--- src/rtl/reg_writeback.sv ---
// Writeback stage feeding the two register-file write ports (D: ALU, S: load).
// It holds a pending-load scoreboard and gives the load priority on same-register collisions.
module reg_writeback #(
  parameter int unsigned DW = 16,
  parameter int unsigned AW = 4,
  parameter int unsigned CW = 8
) (
  input  logic              Clock,
  input  logic              Reset,
  input  logic              alu_valid,
  output logic              alu_ready,
  input  logic [AW-1:0]     alu_addr,
  input  logic [DW-1:0]     alu_data,
  input  logic              ld_valid,
  output logic              ld_ready,
  input  logic [AW-1:0]     ld_addr,
  input  logic [DW-1:0]     ld_data,
  input  logic              rsv_valid,
  input  logic [AW-1:0]     rsv_addr,
  input  logic              wb_hold,
  output logic              wr_d_en,
  output logic [AW-1:0]     wr_d_addr,
  output logic [DW-1:0]     wr_d_data,
  output logic              wr_s_en,
  output logic [AW-1:0]     wr_s_addr,
  output logic [DW-1:0]     wr_s_data,
  output logic [2**AW-1:0]  pending,
  output logic [CW-1:0]     collisions
);

  localparam int unsigned NREG = 2**AW;

  logic            a_v, l_v;
  logic [AW-1:0]   a_addr, l_addr;
  logic [DW-1:0]   a_data, l_data;
  logic            collide;
  logic            alu_acc, ld_acc;
  logic [NREG-1:0] pend_clr, pend_set, pend_nxt;

  assign alu_ready = ~a_v | ~wb_hold;
  assign ld_ready  = ~l_v | ~wb_hold;
  assign alu_acc   = alu_valid & alu_ready;
  assign ld_acc    = ld_valid & ld_ready;

  // The ALU result is always older than a colliding load, so the load wins.
  assign collide = a_v & l_v & (a_addr == l_addr);

  assign wr_d_en   = a_v & ~wb_hold & ~collide;
  assign wr_d_addr = a_addr;
  assign wr_d_data = a_data;
  assign wr_s_en   = l_v & ~wb_hold;
  assign wr_s_addr = l_addr;
  assign wr_s_data = l_data;

  // A reservation on the same edge as its clear wins, because it belongs to a newer load.
  always_comb begin
    pend_clr = '0;
    pend_set = '0;
    if (wr_s_en)   pend_clr[l_addr]   = 1'b1;
    if (rsv_valid) pend_set[rsv_addr] = 1'b1;
    pend_nxt = (pending & ~pend_clr) | pend_set;
  end

  // ALU stage register
  always_ff @(posedge Clock) begin
    if (Reset) begin
      a_v    <= 1'b0;
      a_addr <= '0;
      a_data <= '0;
    end else if (alu_acc) begin
      a_v    <= 1'b1;
      a_addr <= alu_addr;
      a_data <= alu_data;
    end else if (a_v && !wb_hold) begin
      a_v    <= 1'b0;
    end
  end

  // Load stage register
  always_ff @(posedge Clock) begin
    if (Reset) begin
      l_v    <= 1'b0;
      l_addr <= '0;
      l_data <= '0;
    end else if (ld_acc) begin
      l_v    <= 1'b1;
      l_addr <= ld_addr;
      l_data <= ld_data;
    end else if (l_v && !wb_hold) begin
      l_v    <= 1'b0;
    end
  end

  // Scoreboard and saturating collision counter
  always_ff @(posedge Clock) begin
    if (Reset) begin
      pending    <= '0;
      collisions <= '0;
    end else begin
      pending <= pend_nxt;
      if (collide && !wb_hold && !(&collisions))
        collisions <= collisions + CW'(1);
    end
  end

endmodule
--- config.mk ---
export PLATFORM = sky130hd
export DESIGN_NAME = reg_writeback
export DESIGN_NICKNAME = d
export VERILOG_FILES = /design/src/rtl/reg_writeback.sv
export SDC_FILE = /design/constraint.sdc
export NUM_CORES = 1
export LEC_CHECK = 0
export ABC_CLOCK_PERIOD_IN_PS = 1700
export BUFFER_PORTS_ARGS = -buffer_cell sky130_fd_sc_hd__buf_2
export CORE_UTILIZATION = 42
export DETAILED_ROUTE_END_ITERATION = 10
export GPL_ROUTABILITY_DRIVEN = 0
export HOLD_SLACK_MARGIN = 0.03
export PLACE_DENSITY = 0.75
export SLEW_MARGIN = 30
export SYNTH_ARGS = -nofsm -noshare
export SYNTH_HDL_FRONTEND = slang
export SYNTH_SLANG_ARGS = --single-unit
export TNS_END_PERCENT = 10
--- constraint.sdc ---
create_clock -name Clock -period 1.7 [get_ports Clock]
set_clock_uncertainty 0.2 [all_clocks]
set_input_delay 0.085 -clock Clock [delete_from_list [all_inputs] [get_ports Clock]]
set_output_delay 0.085 -clock Clock [all_outputs]
set_load 0.03 [all_outputs]
==> results.cfg, run 1 <==
[status]
status = complete, no violations

[detailed_routing]
drtIter0Drc = 201
first_pass_iters = 5
drc = 0
wl_per_cell_um = 13.7
wirelength_um = 8030
ant_nets = 0
viasPerCell = 5.12
vias = 2993

[sta]
worst_pin_slew_ps = 362
fin_crit_sh_pct = 99.4
slew_headroom_pct = 75.9
fin_crit_ps = 1690
hold_viol = 0
setup_viol = 0
setup_tns_ps = 0
drv_slew = 0
hold_slack_ps = 49.7
rsz0062_at_grt = yes
timing.fmax_ghz = 0.592

[clock_network]
cts.path.max_buffers = 2
cts_root_buffer = clkbuf_8
path_clk_slew_ps = 70
htree_levels = 3
cts_buffers = 9
cts_tree = done
clock_sinks = 66
clk_latency_ps = 340

[worst_hold_path]
min_to = pending[1]$_SDFF_PP0_
hold_start = rsv_addr[0]
min_path_type = input pin to flip-flop
hold_depth = 4

[final_layout]
final_common_cell = buf_2
diodes = 0
drive_above_1_share_pct = 34.5
final_net_count = 557
final_cell_mix = 116 x buf_2, 99 x nand2_1, 60 x a21oi_1, 56 x dfxtp_1, 52 x dlygate4sd3_1
final_util_pct = 69.6
area_growth_pct = 57.7

[worst_setup_path]
cp_max_fo = 7
slowest_stage = dfxtp_4
r2r_start = wr_s_addr[3]$_SDFFE_PP0P_
crit_required_ps = 1730
crit_chain = xnor2_4 > nand4_4 > nor4_4 > mux2_1
startpoint_type = flip-flop
critPathKind = flip-flop to flip-flop
rrSetupSlack_ps = 10
worstReg2RegEnd = collisions[5]$_SDFFE_PP0P_
cp-end-kind = flip-flop
cp.arrival_ps = 1720
slowest_delay_ps = 370
r2r_cells = 4

[pwr]
powerDensity_nw_per_um2 = 821
p_leak_nw = 1.87
vdd_drop_max_mv = 0.539
total_power_mw = 3.43

[synthesis]
synth_top_flop_cell = dfxtp_1
syn_area_per_cell_um2 = 8.11
netlist.area_leader.share_pct = 50.0
ys_async_sr_fraction_pct = 0
synth_cell_types = 34
synth_edf_count = 0
synth-seq-cells = 66
synth_fp_nets = 377
syn_area_um2 = 2650
seq_area_frac_synth_pct = 50.0
synth_cells = 326
synthTopCellsByArea = dfxtp_1 50%, nand2_1 14%, a21oi_1 12%, o21ai_0 3.4%, xnor2_2 2.5%
synth_top_area_cell = dfxtp_1
ys_warn_count = 0

[global_route]
grt_pass1_vias = 2734
grt_pass1_wl_um = 12400
overflow = 0
grt_use_total_pct = 25.0
grt_max_degree = 27
antenna_found_initial = 0

[die]
start_util_pct = 44.2
fp.dieW_um = 81.4
die_area_um2 = 6620
top_level_ports = 118
die_y_um = 81.4
coreArea_um2 = 5990
num_rows = 28

[placed_design]
place_hpwl_um = 5110
port-buffer-count = 117

[run]
maxCapViolCount = 0
-- critical path: cells and delay by family (launching register included) --
| family | cells | cell delay, ps |
|---|---|---|
| XOR/XNOR | 1 | 190 |
| flip-flops | 1 | 370 |
| multiplexers | 1 | 340 |
| AND/OR/NAND/NOR | 2 | 480 |
-- flip-flops by register name, indices dropped and copies added (netlist names) --
name        flops
wr_d_data      16
pending        16
wr_d_addr       4
wr_s_data      16
l_v             1
collisions      8
wr_s_addr       4
a_v             1
-- worst max-delay path by stage --
stage,startpoint,to,cells past startpoint
detailed placement,wr_s_addr[3]$_SDFFE_PP0P_,collisions[5]$_SDFFE_PP0P_,4
global route,collisions[0]$_SDFFE_PP0P_,collisions[2]$_SDFFE_PP0P_,5
finish,wr_s_addr[3]$_SDFFE_PP0P_,collisions[5]$_SDFFE_PP0P_,4
global placement,wr_s_addr[3]$_SDFFE_PP0P_,collisions[5]$_SDFFE_PP0P_,4
CTS,wr_s_addr[3]$_SDFFE_PP0P_,collisions[5]$_SDFFE_PP0P_,4
floorplan,collisions[0]$_SDFFE_PP0P_,collisions[5]$_SDFFE_PP0P_,5
-- through the flow --
step / setup WS, ps / std cells / area [um2]
5_1_grt: -54.3 / 585 / 4170
3_3_place_gp: 4.37 / 516 / 3400
3_5_place_dp: -51.0 / 516 / 3400
4_1_cts: 7.30 / 584 / 4150
6_report: 9.97 / 585 / 4170
2_1_floorplan: 5.33 / 326 / 2680
-- cell type report --
cell class | instances | area (um2)
fill | 465 | 1820
sequential | 66 | 1350
multi-input combinational | 244 | 1350
timing repair buffer | 184 | 1220
clock buffer | 9 | 124
tap | 75 | 93.8
clock inverter | 6 | 33.8
inverter | 1 | 3.75
-- routing by layer --
metal  global-route usage, %  vias to the layer above  part of all wire (%)
met3                    6.97                       21                   7.6
met4                    11.3                        0                   2.3
met2                    42.9                      136                    51
li1                        -                     1461                     -
met5                       0                        -                     0
met1                    28.5                     1375                    39
-- power by group --
| group | switching (mW) | internal (mW) |
|---|---|---|
| clock | 0.599 | 0.510 |
| combinational | 0.376 | 0.281 |
| sequential | 0.0490 | 1.61 |
| total | 1.02 | 2.40 |
-- synth_stat cells (4+ instances only) --
cell and instances:
nand2_1 99, dfxtp_1 66, a21oi_1 61, o21ai_0 18
clkbuf_1 12, nor2_1 9, nand3_1 8, nor2b_1 8
and2_1 4, xnor2_2 4
-- cells by family (layout without fill, tap and decap cells) --
group                    Yosys count  count (layout)  share of synthesized area (%)
adder cells (fa/ha/maj)            1               1                          0.473
XOR/XNOR                           4               4                           2.46
AND/OR/NAND/NOR                  151             151                           26.7
AO/OA/AOI/OAI                     84              84                           16.4
flip-flops                        66              66                           50.0
buffers and inverters             16             200                           2.27
multiplexers                       4               4                           1.70
-- what timing repair did --
action	4_1_cts	5_1_grt
endpoints found under the hold margin	62	0
buffers inserted	1	1
endpoints found under the setup margin	2	27
gates resized for setup	8	6
hold buffers	52	0
pin swaps	1	2
Note: power is estimated with default switching activity, not from simulation.
==> run 2, diff against run 1 <==
--- a/config.mk
+++ b/config.mk
@@ -7,6 +7,7 @@
 export LEC_CHECK = 0
 export ABC_CLOCK_PERIOD_IN_PS = 1700
 export BUFFER_PORTS_ARGS = -buffer_cell sky130_fd_sc_hd__buf_2
+export CORE_ASPECT_RATIO = 1.4
 export CORE_UTILIZATION = 42
 export DETAILED_ROUTE_END_ITERATION = 10
 export GPL_ROUTABILITY_DRIVEN = 0
==> constraint.sdc (replaced) <==
create_clock -name Clock -period 1.7 [get_ports Clock]
set_clock_uncertainty 0.2 [all_clocks]
set_input_delay 0.34 -clock Clock [delete_from_list [all_inputs] [get_ports Clock]]
set_output_delay 0.34 -clock Clock [all_outputs]
set_load 0.03 [all_outputs]
==> results.cfg, run 2 (synthesis gave the netlist of run 1 again) <==
[worst_hold_path]
min_path_type = input pin to flip-flop
hold_start = alu_addr[1]

[worst_setup_path]
r2r_start = wr_d_addr[1]$_SDFFE_PP0P_
slowest_stage = dfxtp_4
critPathTopFamily = flip-flops
crit_chain = xnor2_4 > and4_4 > a21oi_2 > buf_6
cp_max_fo = 2
cp.arrival_ps = 1290
crit_path_start = wr_s_addr[0]$_SDFFE_PP0P_
crit_required_ps = 1160
critPathKind = flip-flop to output port
startpoint_type = flip-flop
slowest_delay_ps = 360
crit_buf_inv = 1
cp-end-kind = output port

[status]
violations = negative setup slack
status = complete, but fails checks

[global_route]
grt_max_degree = 25
overflow = 0
busiest_layer = met2
use_met2_pct = 39.7
use_met1_pct = 24.5
grt_pass1_vias = 2674
met3_usage_pct = 6.39
grt_use_total_pct = 22.3
antenna_found_initial = 0
grt_pass1_wl_um = 11800

[pwr]
power_frac_comb_pct = 17.3
swShare_pct = 26.3
powerDensity_nw_per_um2 = 924
power.internal_mw = 2.73
p_leak_nw = 1.82
p_sw_mw = 0.974
pwr-share-seq_pct = 44.7
vdd_drop_max_mv = 0.574
clock_power_share_pct = 38.0

[die]
die_area_um2 = 6620
coreArea_um2 = 5950
num_rows = 33
top_level_ports = 118
start_util_pct = 44.5
die_y_um = 95.9
fp.dieW_um = 69.1

[sta]
hold_viol = 0
fin_crit_sh_pct = 108
worst_pin_slew_ps = 466
setup_viol = 2
drv_slew = 0
timing.fmax_ghz = 0.546
rsz0062_at_grt = yes
slew_headroom_pct = 68.9
setup_ws_ps = -130
fin_crit_ps = 1830

[final_layout]
final_cell_mix = 115 x buf_2, 99 x nand2_1, 60 x a21oi_1, 55 x dfxtp_1
final_net_count = 537
multi_input_comb_area_um2 = 1320
diodes = 0
drive_above_1_share_pct = 37.1
nFillCells = 493
stdcell_area_um2 = 4010
area_growth_pct = 51.7
layout.area.seq_um2 = 1350
final_common_cell = buf_2

[detailed_routing]
vias = 2855
first_pass_iters = 5
ant_nets = 0
drtIter0Drc = 115
wl_per_cell_um = 13.2
wirelength_um = 7380
viasPerCell = 5.09
drc = 0

[run]
maxCapViolCount = 0

[placed_design]
port-buffer-count = 117
placed_area_um2 = 3460
place_hpwl_um = 5200
dp_slack_ps = -25.4

[clock_network]
path_clk_slew_ps = 70
cts_root_buffer = clkbuf_8
htree_levels = 3
clock_sinks = 66
cts.path.max_buffers = 2
cts_tree = done
clk_latency_ps = 330
cts_buffers = 9
run 2: path summary, 6_finish.rpt:
kind	depth (start not counted)	slack, ps	endpoint
worst max-delay path	4	-130	wr_d_en
worst max register to register	5	-10	collisions[4]$_SDFFE_PP0P_
worst min register to register	2	250	wr_s_data[14]$_SDFFE_PP0P_
worst min-delay path	3	50	wr_d_addr[1]$_SDFFE_PP0P_
run 2: timing repair:
| action | CTS | global route |
|---|---|---|
| endpoints found under the setup margin | 4 | 7 |
| pin swaps | 8 | 2 |
| resized for setup | 10 | 2 |
| hold endpoints to repair | 22 | 0 |
| hold buffers | 22 | 0 |
| setup buffers | 6 | 0 |
run 2: stage by stage:
step | setup TNS (ps) | std cells | hold slack, ps | total power, mW | utilization, %
after global routing | -542 | 561 | 35.6 | 3.87 | 67.5
final | -136 | 561 | 47.6 | 3.71 | 67.5
after detailed placement | -25.4 | 517 | 246 | 2.25 | 58.2
after floorplan | -3.37 | 326 | 257 | 2.02 | -
after global placement | 0 | 517 | 239 | 2.24 | 58.2
after CTS | -176 | 561 | 30.3 | 3.73 | 67.3
run 2: layout make-up:
class                      instances  share of cell area (%)
timing repair buffer             164                    25.8
sequential                        66                    33.7
tap                               70                    2.18
multi-input combinational        244                    32.8
clock buffer                      15                    4.68
clock inverter                     1                   0.749
inverter                           1                  0.0936
run 2: layer usage:
layer  vias up  share of wire [%]
li1       1422                  -
met4         0               0.84
met1      1334                 40
met3         5                6.2
met5         -                  0
met2        94                 53
run 2: worst min-delay path, cell delays in order:
cell     delay [ps]
buf_2           100
nand2_1          50
a21oi_1          50
run 2: power by group through the flow:
stage          combinational, mW  clock (mW)  sequential [mW]
2_1_floorplan              0.208           0             1.81
3_3_place_gp               0.554           0             1.68
3_5_place_dp               0.560           0             1.69
4_1_cts                    0.637        1.44             1.66
5_1_grt                    0.693        1.52             1.66
6_report                   0.641        1.41             1.66
==> run 3, diff against run 2 <==
--- a/config.mk
+++ b/config.mk
@@ -12,7 +12,7 @@
 export DETAILED_ROUTE_END_ITERATION = 10
 export GPL_ROUTABILITY_DRIVEN = 0
 export HOLD_SLACK_MARGIN = 0.03
-export PLACE_DENSITY = 0.75
+export PLACE_DENSITY = 0.79
 export SLEW_MARGIN = 30
 export SYNTH_ARGS = -nofsm -noshare
 export SYNTH_HDL_FRONTEND = slang
==> results.cfg, run 3 (synthesis gave the netlist of run 1 again) <==
[status]
status = complete, but fails checks
violations = negative setup slack

[global_route]
antenna_found_initial = 0
grt_pass1_wl_um = 12100
grt_max_degree = 24
grt_use_total_pct = 23.2
grt_pass1_vias = 2691
overflow = 0

[pwr]
swShare_pct = 28.1
powerDensity_nw_per_um2 = 908
total_power_mw = 3.67
p_leak_nw = 1.83
p_sw_mw = 1.03
pwr-share-seq_pct = 45.0
clock_power_share_pct = 37.5
power_frac_comb_pct = 17.4
vdd_drop_max_mv = 0.673
power.internal_mw = 2.64

[sta]
timing.fmax_ghz = 0.534
slew_headroom_pct = 65.2
hold_viol = 0
rsz0062_at_grt = yes
drv_slew = 0
fin_crit_ps = 1870
worst_pin_slew_ps = 522
fin_crit_sh_pct = 110
setup_viol = 3
setup_ws_ps = -174
hold_slack_ps = 43.0

[worst_setup_path]
crit_path_start = wr_s_addr[3]$_SDFFE_PP0P_
startpoint_type = flip-flop
critPathKind = flip-flop to output port
r2r_start = wr_d_addr[1]$_SDFFE_PP0P_
crit_chain = xnor2_4 > and4_4 > a21oi_2 > buf_6
worstReg2RegEnd = collisions[5]$_SDFFE_PP0P_
cp.arrival_ps = 1330
cp-end-kind = output port
cp_max_fo = 2
crit_required_ps = 1160
rrSetupSlack_ps = -40
slowest_delay_ps = 370
slowest_stage = dfxtp_4
r2r_cells = 5

[placed_design]
port-buffer-count = 117
place_hpwl_um = 5380

[detailed_routing]
wirelength_um = 7850
wl_per_cell_um = 13.9
drtIter0Drc = 181
viasPerCell = 5.04
drc = 0
first_pass_iters = 4
ant_nets = 0
vias = 2848

[clock_network]
htree_levels = 3
clk_latency_ps = 340
cts_buffers = 9
clock_sinks = 66
cts_tree = done
path_clk_slew_ps = 80
cts.path.max_buffers = 2
cts_root_buffer = clkbuf_8

[worst_hold_path]
hold_start = ld_data[10]
hold_depth = 3
min_path_type = input pin to flip-flop
min_to = wr_s_data[10]$_SDFFE_PP0P_

[final_layout]
multi_input_comb_area_um2 = 1330
final_cell_mix = 115 x buf_2, 99 x nand2_1, 60 x a21oi_1, 55 x dfxtp_1, 29 x dlygate4sd3_1
layout.area.seq_um2 = 1350
final_net_count = 541
area_growth_pct = 52.9
drive_above_1_share_pct = 37.2
nFillCells = 528
diodes = 0
final_common_cell = buf_2

[die]
start_util_pct = 44.5
fp.dieW_um = 69.1
top_level_ports = 118
die_y_um = 95.9
num_rows = 33
die_area_um2 = 6620
coreArea_um2 = 5950

[run]
maxCapViolCount = 0
-- run 3: timing repair --
item / in CTS / in global routing
endpoints found under the hold margin: 27 / 2
pin swaps: 6 / 4
endpoints found under the setup margin: 3 / 6
buffers inserted: 3 / 0
cloned: 0 / 0
hold buffers: 27 / 2
gates resized for setup: 11 / 2
-- run 3: worst max path at each step --
stage                                 end  depth (start not counted)  slack (ps)
2_1_floorplan  collisions[5]$_SDFFE_PP0P_                          4          -3
3_3_place_gp   collisions[4]$_SDFFE_PP0P_                          5           5
3_5_place_dp   collisions[5]$_SDFFE_PP0P_                          4          -8
4_1_cts                           wr_d_en                          4        -190
5_1_grt                           wr_d_en                          4        -220
6_report                          wr_d_en                          4        -170
-- run 3: routing by layer --
layer  up-vias  routed length [um]  track usage (%)
met5         -                   0                0
met4         0                 172             9.86
met3        14                 375             5.97
met2        79                4330             43.9
met1      1319                2970             24.2
li1       1436                   -                -
-- run 3: stage by stage --
step	utilization, %	instance area, um2	worst slack (ps)	TNS [ps]	instances
detailed placement	58.0	3450	-8.47	-8.47	517
finish	68.0	4050	-174	-234	565
floorplan	-	2680	-3.37	-3.37	326
global placement	58.0	3450	4.59	0	517
global route	68.0	4050	-220	-559	565
CTS	67.5	4010	-189	-265	563
-- run 3: final cells by class --
cell class | count | area share (%)
clock buffer | 10 | 3.68
clock inverter | 6 | 1.55
inverter | 1 | 0.0928
multi-input combinational | 244 | 32.8
sequential | 66 | 33.4
tap | 70 | 2.17
timing repair buffer | 168 | 26.3
-- run 3: critical path, delay by kind of cell, from the launching register on --
kind	cells	cell delay, ps
and+or+nand+nor	1	260
DFF	1	370
buffers and inverters	1	130
xor gates and xnor gates	1	180
AOI/OAI and AO/OA	1	60
-- run 3: power by group through the flow --
stage | Clock [mW] | Sequential, mW | Combinational [mW]
6_report | 1.38 | 1.65 | 0.640
5_1_grt | 1.48 | 1.66 | 0.686
4_1_cts | 1.41 | 1.65 | 0.630
3_5_place_dp | 0 | 1.69 | 0.554
3_3_place_gp | 0 | 1.68 | 0.546
2_1_floorplan | 0 | 1.81 | 0.208
